==> src/rtl/decode_stage.sv <==
// ID/EX decode stage for the 3-bit-opcode core.
// Decodes opcode and register fields into registered EX controls behind a
// valid/ready handshake on both sides. A load-use hazard inserts one bubble.
// The stage also supports flush, reports illegal opcodes, and keeps a
// saturating count of hazard-stall cycles.
module decode_stage #(
   parameter int REG_ADDR_W = 3,
   parameter int IMM_W      = 8,
   parameter int CNT_W      = 16,
   parameter bit REG0_ZERO  = 1'b1
) (
   input  logic                  clk,
   input  logic                  rst,
   input  logic                  in_valid,
   output logic                  in_ready,
   input  logic [2:0]            in_op,
   input  logic [REG_ADDR_W-1:0] in_rd,
   input  logic [REG_ADDR_W-1:0] in_rs1,
   input  logic [REG_ADDR_W-1:0] in_rs2,
   input  logic [IMM_W-1:0]      in_imm,
   input  logic                  flush,
   output logic                  ex_valid,
   input  logic                  ex_ready,
   output logic                  ex_regwrite,
   output logic                  ex_aluop,
   output logic                  ex_alusrc,
   output logic                  ex_memwrite,
   output logic                  ex_memtoreg,
   output logic [REG_ADDR_W-1:0] ex_rd,
   output logic [REG_ADDR_W-1:0] ex_rs1,
   output logic [REG_ADDR_W-1:0] ex_rs2,
   output logic [IMM_W-1:0]      ex_imm,
   output logic                  illegal,
   output logic [CNT_W-1:0]      stall_count
);

   localparam logic [2:0] OP_ADD  = 3'd0;
   localparam logic [2:0] OP_ADDI = 3'd1;
   localparam logic [2:0] OP_SW   = 3'd2;
   localparam logic [2:0] OP_LW   = 3'd3;
   localparam logic [2:0] OP_SLL  = 3'd4;

   localparam logic [REG_ADDR_W-1:0] REG_ZERO = {REG_ADDR_W{1'b0}};
   localparam logic [CNT_W-1:0]      CNT_MAX  = {CNT_W{1'b1}};
   localparam logic [CNT_W-1:0]      CNT_ONE  = CNT_W'(1'b1);

   // Decoded view of one opcode: EX controls plus legality and source usage.
   typedef struct packed {
      logic regwrite;
      logic aluop;
      logic alusrc;
      logic memwrite;
      logic memtoreg;
      logic legal;
      logic use_rs1;
      logic use_rs2;
   } dec_t;

   localparam dec_t DEC_NONE = '{1'b0, 1'b0, 1'b0, 1'b0, 1'b0, 1'b0, 1'b0, 1'b0};

   // Opcode table. Illegal opcodes read no sources, so they never cause a stall.
   function automatic dec_t decode_op(input logic [2:0] op);
      dec_t d;
      d = DEC_NONE;
      case (op)
         OP_ADD:  d = '{1'b1, 1'b0, 1'b0, 1'b0, 1'b0, 1'b1, 1'b1, 1'b1};
         OP_ADDI: d = '{1'b1, 1'b0, 1'b1, 1'b0, 1'b0, 1'b1, 1'b1, 1'b0};
         OP_SW:   d = '{1'b0, 1'b0, 1'b1, 1'b1, 1'b0, 1'b1, 1'b1, 1'b1};
         OP_LW:   d = '{1'b1, 1'b0, 1'b1, 1'b0, 1'b1, 1'b1, 1'b1, 1'b0};
         OP_SLL:  d = '{1'b1, 1'b1, 1'b0, 1'b0, 1'b0, 1'b1, 1'b1, 1'b1};
         default: d = DEC_NONE;
      endcase
      return d;
   endfunction

   dec_t dec_s;
   logic adv_s;
   logic rd_live_s;
   logic src_match_s;
   logic hazard_s;
   logic accept_s;
   logic stall_evt_s;

   // Decode the offered instruction. A write to the zero register is dropped.
   always_comb begin
      dec_s = decode_op(in_op);
      if (REG0_ZERO && (in_rd == REG_ZERO)) begin
         dec_s.regwrite = 1'b0;
      end else begin
         dec_s.regwrite = dec_s.regwrite;
      end
   end

   // Load-use hazard detection and handshake. A load to r0 never blocks a consumer.
   always_comb begin
      adv_s       = ~ex_valid | ex_ready;
      rd_live_s   = ~(REG0_ZERO && (ex_rd == REG_ZERO));
      src_match_s = (dec_s.use_rs1 && (in_rs1 == ex_rd)) ||
                    (dec_s.use_rs2 && (in_rs2 == ex_rd));
      hazard_s    = ex_valid & ex_memtoreg & rd_live_s & src_match_s;
      in_ready    = adv_s & ~hazard_s & ~flush;
      accept_s    = in_valid & in_ready;
      stall_evt_s = in_valid & hazard_s & adv_s & ~flush;
   end

   // EX pipeline register. Priority is reset, then flush, then advance; with adv=0 it holds.
   always_ff @(posedge clk) begin
      if (rst) begin
         ex_valid    <= 1'b0;
         ex_regwrite <= 1'b0;
         ex_aluop    <= 1'b0;
         ex_alusrc   <= 1'b0;
         ex_memwrite <= 1'b0;
         ex_memtoreg <= 1'b0;
         ex_rd       <= REG_ZERO;
         ex_rs1      <= REG_ZERO;
         ex_rs2      <= REG_ZERO;
         ex_imm      <= {IMM_W{1'b0}};
         illegal     <= 1'b0;
      end else if (flush) begin
         // Kill the EX slot. The offered instruction is not taken.
         ex_valid    <= 1'b0;
         ex_regwrite <= 1'b0;
         ex_aluop    <= 1'b0;
         ex_alusrc   <= 1'b0;
         ex_memwrite <= 1'b0;
         ex_memtoreg <= 1'b0;
         illegal     <= 1'b0;
      end else if (accept_s) begin
         // An illegal opcode is consumed, but it becomes a bubble with all controls low.
         ex_valid    <= dec_s.legal;
         ex_regwrite <= dec_s.legal & dec_s.regwrite;
         ex_aluop    <= dec_s.legal & dec_s.aluop;
         ex_alusrc   <= dec_s.legal & dec_s.alusrc;
         ex_memwrite <= dec_s.legal & dec_s.memwrite;
         ex_memtoreg <= dec_s.legal & dec_s.memtoreg;
         ex_rd       <= in_rd;
         ex_rs1      <= in_rs1;
         ex_rs2      <= in_rs2;
         ex_imm      <= in_imm;
         illegal     <= ~dec_s.legal;
      end else if (adv_s) begin
         // Nothing accepted: a hazard bubble, or no instruction was offered.
         ex_valid    <= 1'b0;
         ex_regwrite <= 1'b0;
         ex_aluop    <= 1'b0;
         ex_alusrc   <= 1'b0;
         ex_memwrite <= 1'b0;
         ex_memtoreg <= 1'b0;
         illegal     <= 1'b0;
      end else begin
         // EX is back-pressured: the EX contents hold.
         illegal     <= 1'b0;
      end
   end

   // Saturating count of cycles in which a load-use hazard stalled an offered instruction.
   always_ff @(posedge clk) begin
      if (rst) begin
         stall_count <= {CNT_W{1'b0}};
      end else if (stall_evt_s && (stall_count != CNT_MAX)) begin
         stall_count <= stall_count + CNT_ONE;
      end else begin
         stall_count <= stall_count;
      end
   end

endmodule

==> config.mk <==
export PLATFORM = sky130hd
export DESIGN_NAME = decode_stage
export DESIGN_NICKNAME = d
export VERILOG_FILES = /design/src/rtl/decode_stage.sv
export SDC_FILE = /design/constraint.sdc
export NUM_CORES = 1
export LEC_CHECK = 0
export ABC_CLOCK_PERIOD_IN_PS = 4100
export CORE_MARGIN = 3
export CORE_UTILIZATION = 45
export DETAILED_ROUTE_END_ITERATION = 10
export HOLD_SLACK_MARGIN = 0.08
export PLACE_DENSITY = 0.75
export SYNTH_ARGS = -nofsm -noshare
export SYNTH_HDL_FRONTEND = slang
export SYNTH_SLANG_ARGS = --single-unit
==> constraint.sdc <==
create_clock -name clk -period 4.1 [get_ports clk]
set_input_delay 0.41 -clock clk [delete_from_list [all_inputs] [get_ports clk]]
set_output_delay 0.41 -clock clk [all_outputs]
set_load 0.005 [all_outputs]
==> results of run 1 <==
cells in the final DEF, fill, tap and decap left out, drive strengths merged, types with 2 or more instances in the layout:
master / Yosys / final
nor2b: 6 / 6
nor3: 9 / 9
xor2: 6 / 6
nand2: 9 / 9
nand2b: 35 / 35
o31ai: 7 / 7
o21ai: 8 / 8
a21oi: 14 / 14
or2: 2 / 2
mux2i: 17 / 17
nand3: 7 / 7
or4: 7 / 7
dfxtp: 40 / 40
nor4: 4 / 4
inv: 2 / 2
nor2: 7 / 7
a22o: 2 / 2
nand4: 5 / 5
or3: 6 / 6
mux2: 3 / 3
clkbuf: 7 / 6
clkdlybuf4s50: 0 / 65
final cells by class:
class	count	area (um2)	share of cell area
sequential	40	801	0.278
tap	52	65.1	0.0226
clock buffer	6	72.6	0.0252
clock inverter	2	35.0	0.0122
timing repair buffer	66	658	0.228
inverter	2	7.51	0.00261
multi-input combinational	170	1240	0.431
cell families after synthesis:
logic type,share of synthesized area
flip-flops,0.377
AND/OR/NAND/NOR,0.327
multiplexers,0.0995
buffers and inverters,0.0394
adder cells (fa/ha/maj),0.00588
AO/OA/AOI/OAI,0.127
XOR/XNOR,0.0247
synthesized netlist by cell type, types with 5 or more instances:
library cell / number / area, um2
nand4_1: 5 / 31.3
mux2i_1: 17 / 170
nand3_1: 7 / 35.0
o21ai_0: 6 / 30.0
or4_1: 7 / 52.6
clkbuf_1: 7 / 26.3
nor2b_1: 5 / 31.3
nor3_1: 7 / 35.0
or3_1: 5 / 31.3
o31ai_1: 7 / 52.6
nor2_1: 7 / 26.3
a21oi_1: 14 / 70.1
dfxtp_1: 40 / 801
nand2_1: 9 / 33.8
nand2b_1: 35 / 219
xor2_1: 6 / 52.6
worst paths after layout:
check                                 from                        to  slack [ns]
setup / recovery                 in_rs2[0]                  in_ready        1.27
hold / removal    ex_memwrite$_SDFFE_PP0P_  ex_memwrite$_SDFFE_PP0P_        0.46
setup reg to reg     ex_rd[0]$_SDFFE_PP0P_    ex_rs1[1]$_SDFFE_PP0P_        1.85
hold reg to reg   ex_memwrite$_SDFFE_PP0P_  ex_memwrite$_SDFFE_PP0P_        0.46
metal layers:
| layer | share of wire | wire length, um | global-route usage | vias to the layer above |
|---|---|---|---|---|
| met4 | 0.015 | 76 | 0.0652 | 0 |
| met1 | 0.47 | 2310 | 0.249 | 854 |
| met2 | 0.47 | 2350 | 0.280 | 46 |
| met5 | 0 | 0 | 0 | - |
| met3 | 0.045 | 224 | 0.0534 | 6 |
| li1 | - | - | - | 937 |
registers in the layout, summed over array words and instances, names as in the netlist, 3 cells and up:
| name | cells |
|---|---|
| ex_imm | 8 |
| ex_rd | 3 |
| ex_rs1 | 3 |
| stall_count | 16 |
| ex_rs2 | 3 |
critical path, stage by stage:
cell and delay (ns):
clkdlybuf4s50_1 0.50, xor2_1 0.24, nor4_4 0.10, o211ai_1 0.40
inv_1 0.07, nor3_1 0.17, clkdlybuf4s50_1 0.52
power by group through the flow:
stage / combinational, mW / clock [mW] / sequential [mW]
after floorplan: 0.0473 / 0 / 0.414
after global placement: 0.0997 / 0 / 0.413
after detailed placement: 0.100 / 0 / 0.414
after CTS: 0.101 / 0.329 / 0.405
after global routing: 0.108 / 0.349 / 0.406
final: 0.0998 / 0.324 / 0.404
==> qor.csv, run 1 <==
stage;metric;value;unit
logic_synthesis;Seq/Total Area, Yosys;0.377;
finish;number of diodes;0;
critical_path;critical path class;in2out;
timing;Max Freq;0.353;GHz
timing;Fin. Hold Viols;0;
critical_path;crit start category;input port;
floorplanning;row cnt;24;
place;GPL Wtd Cong;0.788;
clocking;cts repair resizes;0;
global_route;first-pass GRT wire length;7.81;mm
global_route;vias in the first global route;1660;
route;detailed-route via count;1843;
timing;worst slew pin tran;0.701;ns
floorplanning;Die X-Extent;74.7;um
finish;share of cells above drive strength 1;0.0839;
route;wire length per cell;14.7;um
clocking;Reg clk slew, reported paths;0.08;ns
min_path;Tightest Hold Check Type;reg2reg;
timing;Tmin final;2.83;ns
power;Sw Share;0.231;
critical_path;Worst Path Max Fanout;5;
route;Initial DRC Count;145;
timing;final setup fails;0;
outcome;outcome;completed;
power;Gate power share;0.121;
finish;fin cells;338;
finish;nets@finish;311;
place;port bufs;65;
global_route;GR Overflow Total;0;
finish;Area growth syn-to-layout;35.5;%
critical_path;R2R depth;5;
timing;setup slack after layout;1.27;ns
power;sequential share of power;0.488;
logic_synthesis;EDFF count, synth;0;
place;placed cells;330;
finish;fin area;0.00288;mm2
timing;setup repair after global routing missed its margin;no;
power;maximum vdd drop;184;uV
critical_path;WP data arrival;2.42;ns
logic_synthesis;Synth Warn #;0;
power;Int Power;637;uW
flow_run;Max Cap Violations;0;
timing;Slew headroom;0.532;
clocking;CTS tree;yes;
place;Final HPWL DP;3.45;mm
clocking;clock latency on the worst-skew pair;0.30;ns
floorplanning;number of top-level pins;66;
timing;Hold Slack;0.456;ns
logic_synthesis;#FFs+latches synth;40;
timing;Pins Over Slew Limit;0;
timing;Layout Skew;0.00338;ns
power;leak pwr;0.981;nW
place;pre-CTS setup slack;1.28;ns
timing;final worst-path cycle share;0.691;
route;DR DRC count;0;
route;Detail Route Antenna Nets;0;
global_route;largest net degree at the start of global routing;55;
power;clock network fraction of design power;0.391;
timing;setup TNS;0;ns
logic_synthesis;Synth cell types;45;
finish;fin util;0.648;
floorplanning;Die Y;74.7;um
route;drt via density;5.45;
logic_synthesis;syn nets;250;
logic_synthesis;Synth Cell Area;0.00213;mm2
clocking;H-Tree Level Count;2;
finish;filler instances;403;
floorplanning;Initial Util;0.478;
logic_synthesis;post-synthesis async set-or-reset flop share;0;
power;sw power;191;uW
logic_synthesis;Avg Cell Area, Syn;9.49;um2
clocking;setup bufs post-CTS;0;
critical_path;Required @ worst endpoint;3.69;ns
clocking;clock buffer count from CTS;5;
logic_synthesis;cell count after synthesis;224;
clocking;clk sinks;40;
power;PwrDens;288;mW/mm2
place;DP Area;0.00277;mm2
clocking;post-cts hold buffer count;0;
global_route;gr usage total;0.184;
power;Tot Pwr;828;uW
clocking;CTS root buf;clkbuf_8;
floorplanning;total die area;0.00558;mm2
critical_path;crit end category;output pin;
floorplanning;core area;0.00444;mm2
global_route;initial antenna violation count;0;
logic_synthesis;Synth Flop Type;dfxtp_1;
route;final wirelength;4.95;mm
min_path;Hold Crit Depth;2;
route;Pre-Repair DR Iteration Count;5;
clocking;Bufs on Longest Clock Path;2;
Power figures use the tool's default switching activity.
==> run 2: changes to the inputs <==
==> config.mk (replaced) <==
export PLATFORM = sky130hd
export DESIGN_NAME = decode_stage
export DESIGN_NICKNAME = d
export VERILOG_FILES = /design/src/rtl/decode_stage.sv
export SDC_FILE = /design/constraint.sdc
export NUM_CORES = 1
export LEC_CHECK = 0
export ABC_CLOCK_PERIOD_IN_PS = 2500
export CORE_MARGIN = 3
export CORE_UTILIZATION = 42
export DETAILED_ROUTE_END_ITERATION = 10
export HOLD_SLACK_MARGIN = 0.08
export PLACE_DENSITY = 0.73
export SYNTH_ARGS = -nofsm -noshare
export SYNTH_HDL_FRONTEND = slang
export SYNTH_SLANG_ARGS = --single-unit
==> constraint.sdc (replaced) <==
create_clock -name clk -period 2.5 [get_ports clk]
set_input_delay 0.25 -clock clk [delete_from_list [all_inputs] [get_ports clk]]
set_output_delay 0.25 -clock clk [all_outputs]
set_load 0.005 [all_outputs]
==> qor.csv, run 2 (synthesized netlist as in run 1, its figures left out) <==
stage;metric;value;unit
power;Gate power share;0.134;
route;final wirelength;4.93;mm
timing;setup repair after global routing missed its margin;no;
critical_path;critical path class;in2out;
finish;Multi-input gate area;0.00128;mm2
power;leak pwr;1.03;nW
timing;Layout Skew;0.00407;ns
clocking;H-Tree Level Count;2;
finish;number of diodes;0;
timing;worst slew pin tran;0.722;ns
critical_path;slowest library cell on the worst path;clkdlybuf4s50_1;
critical_path;flop2flop setup slack;0.44;ns
route;DR DRC count;0;
floorplanning;Die Y;77.1;um
clocking;CTS tree;yes;
finish;max reg flops;16;
power;PwrDens;429;mW/mm2
power;Tot Pwr;1.29;mW
timing;Tmin final;2.35;ns
critical_path;CP dominant cell by count;clkdlybuf4s50_1;
flow_run;Max Cap Violations;0;
finish;Sequential Area;805;um2
power;Int Power;981;uW
floorplanning;total die area;0.00595;mm2
place;port bufs;65;
timing;Fin. Hold Viols;0;
critical_path;Required @ worst endpoint;2.25;ns
finish;Area growth syn-to-layout;41.0;%
finish;share of cells above drive strength 1;0.139;
finish;most frequent cells in the layout;clkdlybuf4s50_1 (64), dfxtp_1 (37), nand2b_1 (35);
timing;final setup fails;0;
outcome;outcome;completed;
route;Detail Route Antenna Nets;0;
floorplanning;Initial Util;0.441;
finish;fin util;0.622;
global_route;largest net degree at the start of global routing;54;
timing;setup slack after layout;0.153;ns
timing;setup TNS;0;ns
timing;Hold Slack;0.309;ns
critical_path;worst path cell trace;clkdlybuf4s50_1, xor2_2, nor4_4, o211ai_1, inv_1, nor3_2, clkdlybuf4s50_1;
power;sw power;305;uW
critical_path;crit start category;input port;
route;Pre-Repair DR Iteration Count;4;
clocking;Reg clk slew, reported paths;0.08;ns
power;maximum vdd drop;298;uV
route;detailed-route via count;1824;
route;wire length per cell;13.6;um
floorplanning;core area;0.00482;mm2
global_route;gr usage total;0.169;
min_path;Tightest Hold Check Type;in2reg;
critical_path;Worst Path Max Fanout;3;
global_route;GR Overflow Total;0;
critical_path;slowest stage delay, CP;0.46;ns
timing;final worst-path cycle share;0.939;
place;pre-CTS setup slack;0.0953;ns
finish;Top Registers;stall_count x16, ex_imm x8;
timing;Max Freq;0.426;GHz
clocking;CTS root buf;clkbuf_8;
place;Final HPWL DP;3.51;mm
finish;most common cell after layout, fill and taps aside;clkdlybuf4s50_1;
critical_path;WP data arrival;2.10;ns
clocking;Bufs on Longest Clock Path;2;
critical_path;crit end category;output pin;
global_route;first-pass GRT wire length;8.23;mm
finish;register name with the most flops;stall_count;
floorplanning;number of top-level pins;66;
place;GPL Wtd Cong;0.844;
finish;filler instances;434;
timing;Slew headroom;0.518;
clocking;clock buffer count from CTS;5;
global_route;vias in the first global route;1699;
global_route;initial antenna violation count;0;
power;sequential share of power;0.518;
route;drt via density;5.04;
power;Sw Share;0.237;
power;clock network fraction of design power;0.349;
floorplanning;Die X-Extent;77.1;um
route;Initial DRC Count;102;
clocking;clk sinks;40;
timing;Pins Over Slew Limit;0;
clocking;clock latency on the worst-skew pair;0.29;ns
floorplanning;row cnt;25;
finish;nets@finish;320;
[run 2: changes by cell type in the layout (fill, tap and decap cells not counted)]
| cell | change |
|---|---|
| nor3_1 | -1 |
| clkinv_2 | -1 |
| clkdlybuf4s50_1 | -1 |
| dlymetal6s2s_1 | +1 |
| xor2_1 | -5 |
| dfxtp_1 | -3 |
| clkbuf_1 | +1 |
| dfxtp_2 | +3 |
| nor3_2 | +1 |
| buf_4 | +9 |
| clkbuf_8 | +1 |
| bufinv_16 | -1 |
| xor2_2 | +5 |
[run 2: layout make-up]
class,instances,area share
multi-input combinational,170,0.428
tap,67,0.0280
sequential,40,0.268
clock buffer,8,0.0301
inverter,2,0.00250
timing repair buffer,75,0.243
[run 2: repair_timing]
| action | 4_1_cts | 5_1_grt |
|---|---|---|
| gates resized for setup | 0 | 10 |
| setup buffers | 0 | 0 |
| hold buffers | 0 | 0 |
| setup endpoints to repair | 0 | 1 |
[run 2: worst paths after layout]
kind                          startpoint                     endpoint  depth (start not counted)
max                            in_rs2[0]                     in_ready                          7
min                            in_rs2[1]       ex_rs2[1]$_SDFFE_PP0P_                          3
max reg2reg  stall_count[0]$_SDFFE_PP0P_  stall_count[8]$_SDFFE_PP0P_                          6
min reg2reg     ex_memwrite$_SDFFE_PP0P_     ex_memwrite$_SDFFE_PP0P_                          2
[run 2: metal layers]
metal | vias to the layer above | track usage | wire length [um]
met5 | - | 0 | 0
met4 | 0 | 0.0569 | 44
met1 | 833 | 0.224 | 2360
met2 | 43 | 0.258 | 2300
met3 | 5 | 0.0516 | 225
li1 | 943 | - | -
[run 2: power by group through the flow]
stage	registers [mW]	logic, mW	clock network, mW
finish	0.666	0.172	0.448
global route	0.668	0.188	0.494
CTS	0.664	0.170	0.463
detailed placement	0.679	0.169	0
global placement	0.679	0.167	0
floorplan	0.678	0.0776	0
[run 2: metrics by stage]
| step | instance area [um2] | instances |
|---|---|---|
| after global routing | 3000 | 362 |
| final | 3000 | 362 |
| after global placement | 2860 | 354 |
| after floorplan | 2130 | 224 |
| after detailed placement | 2860 | 354 |
| after CTS | 2950 | 362 |
[run 2: worst max-delay path, delay by kind of cell]
kind / cells / cell delay, ns
simple gates: 2 / 0.42
compound gates: 1 / 0.21
xor+xnor: 1 / 0.20
buf+inv: 3 / 1.01
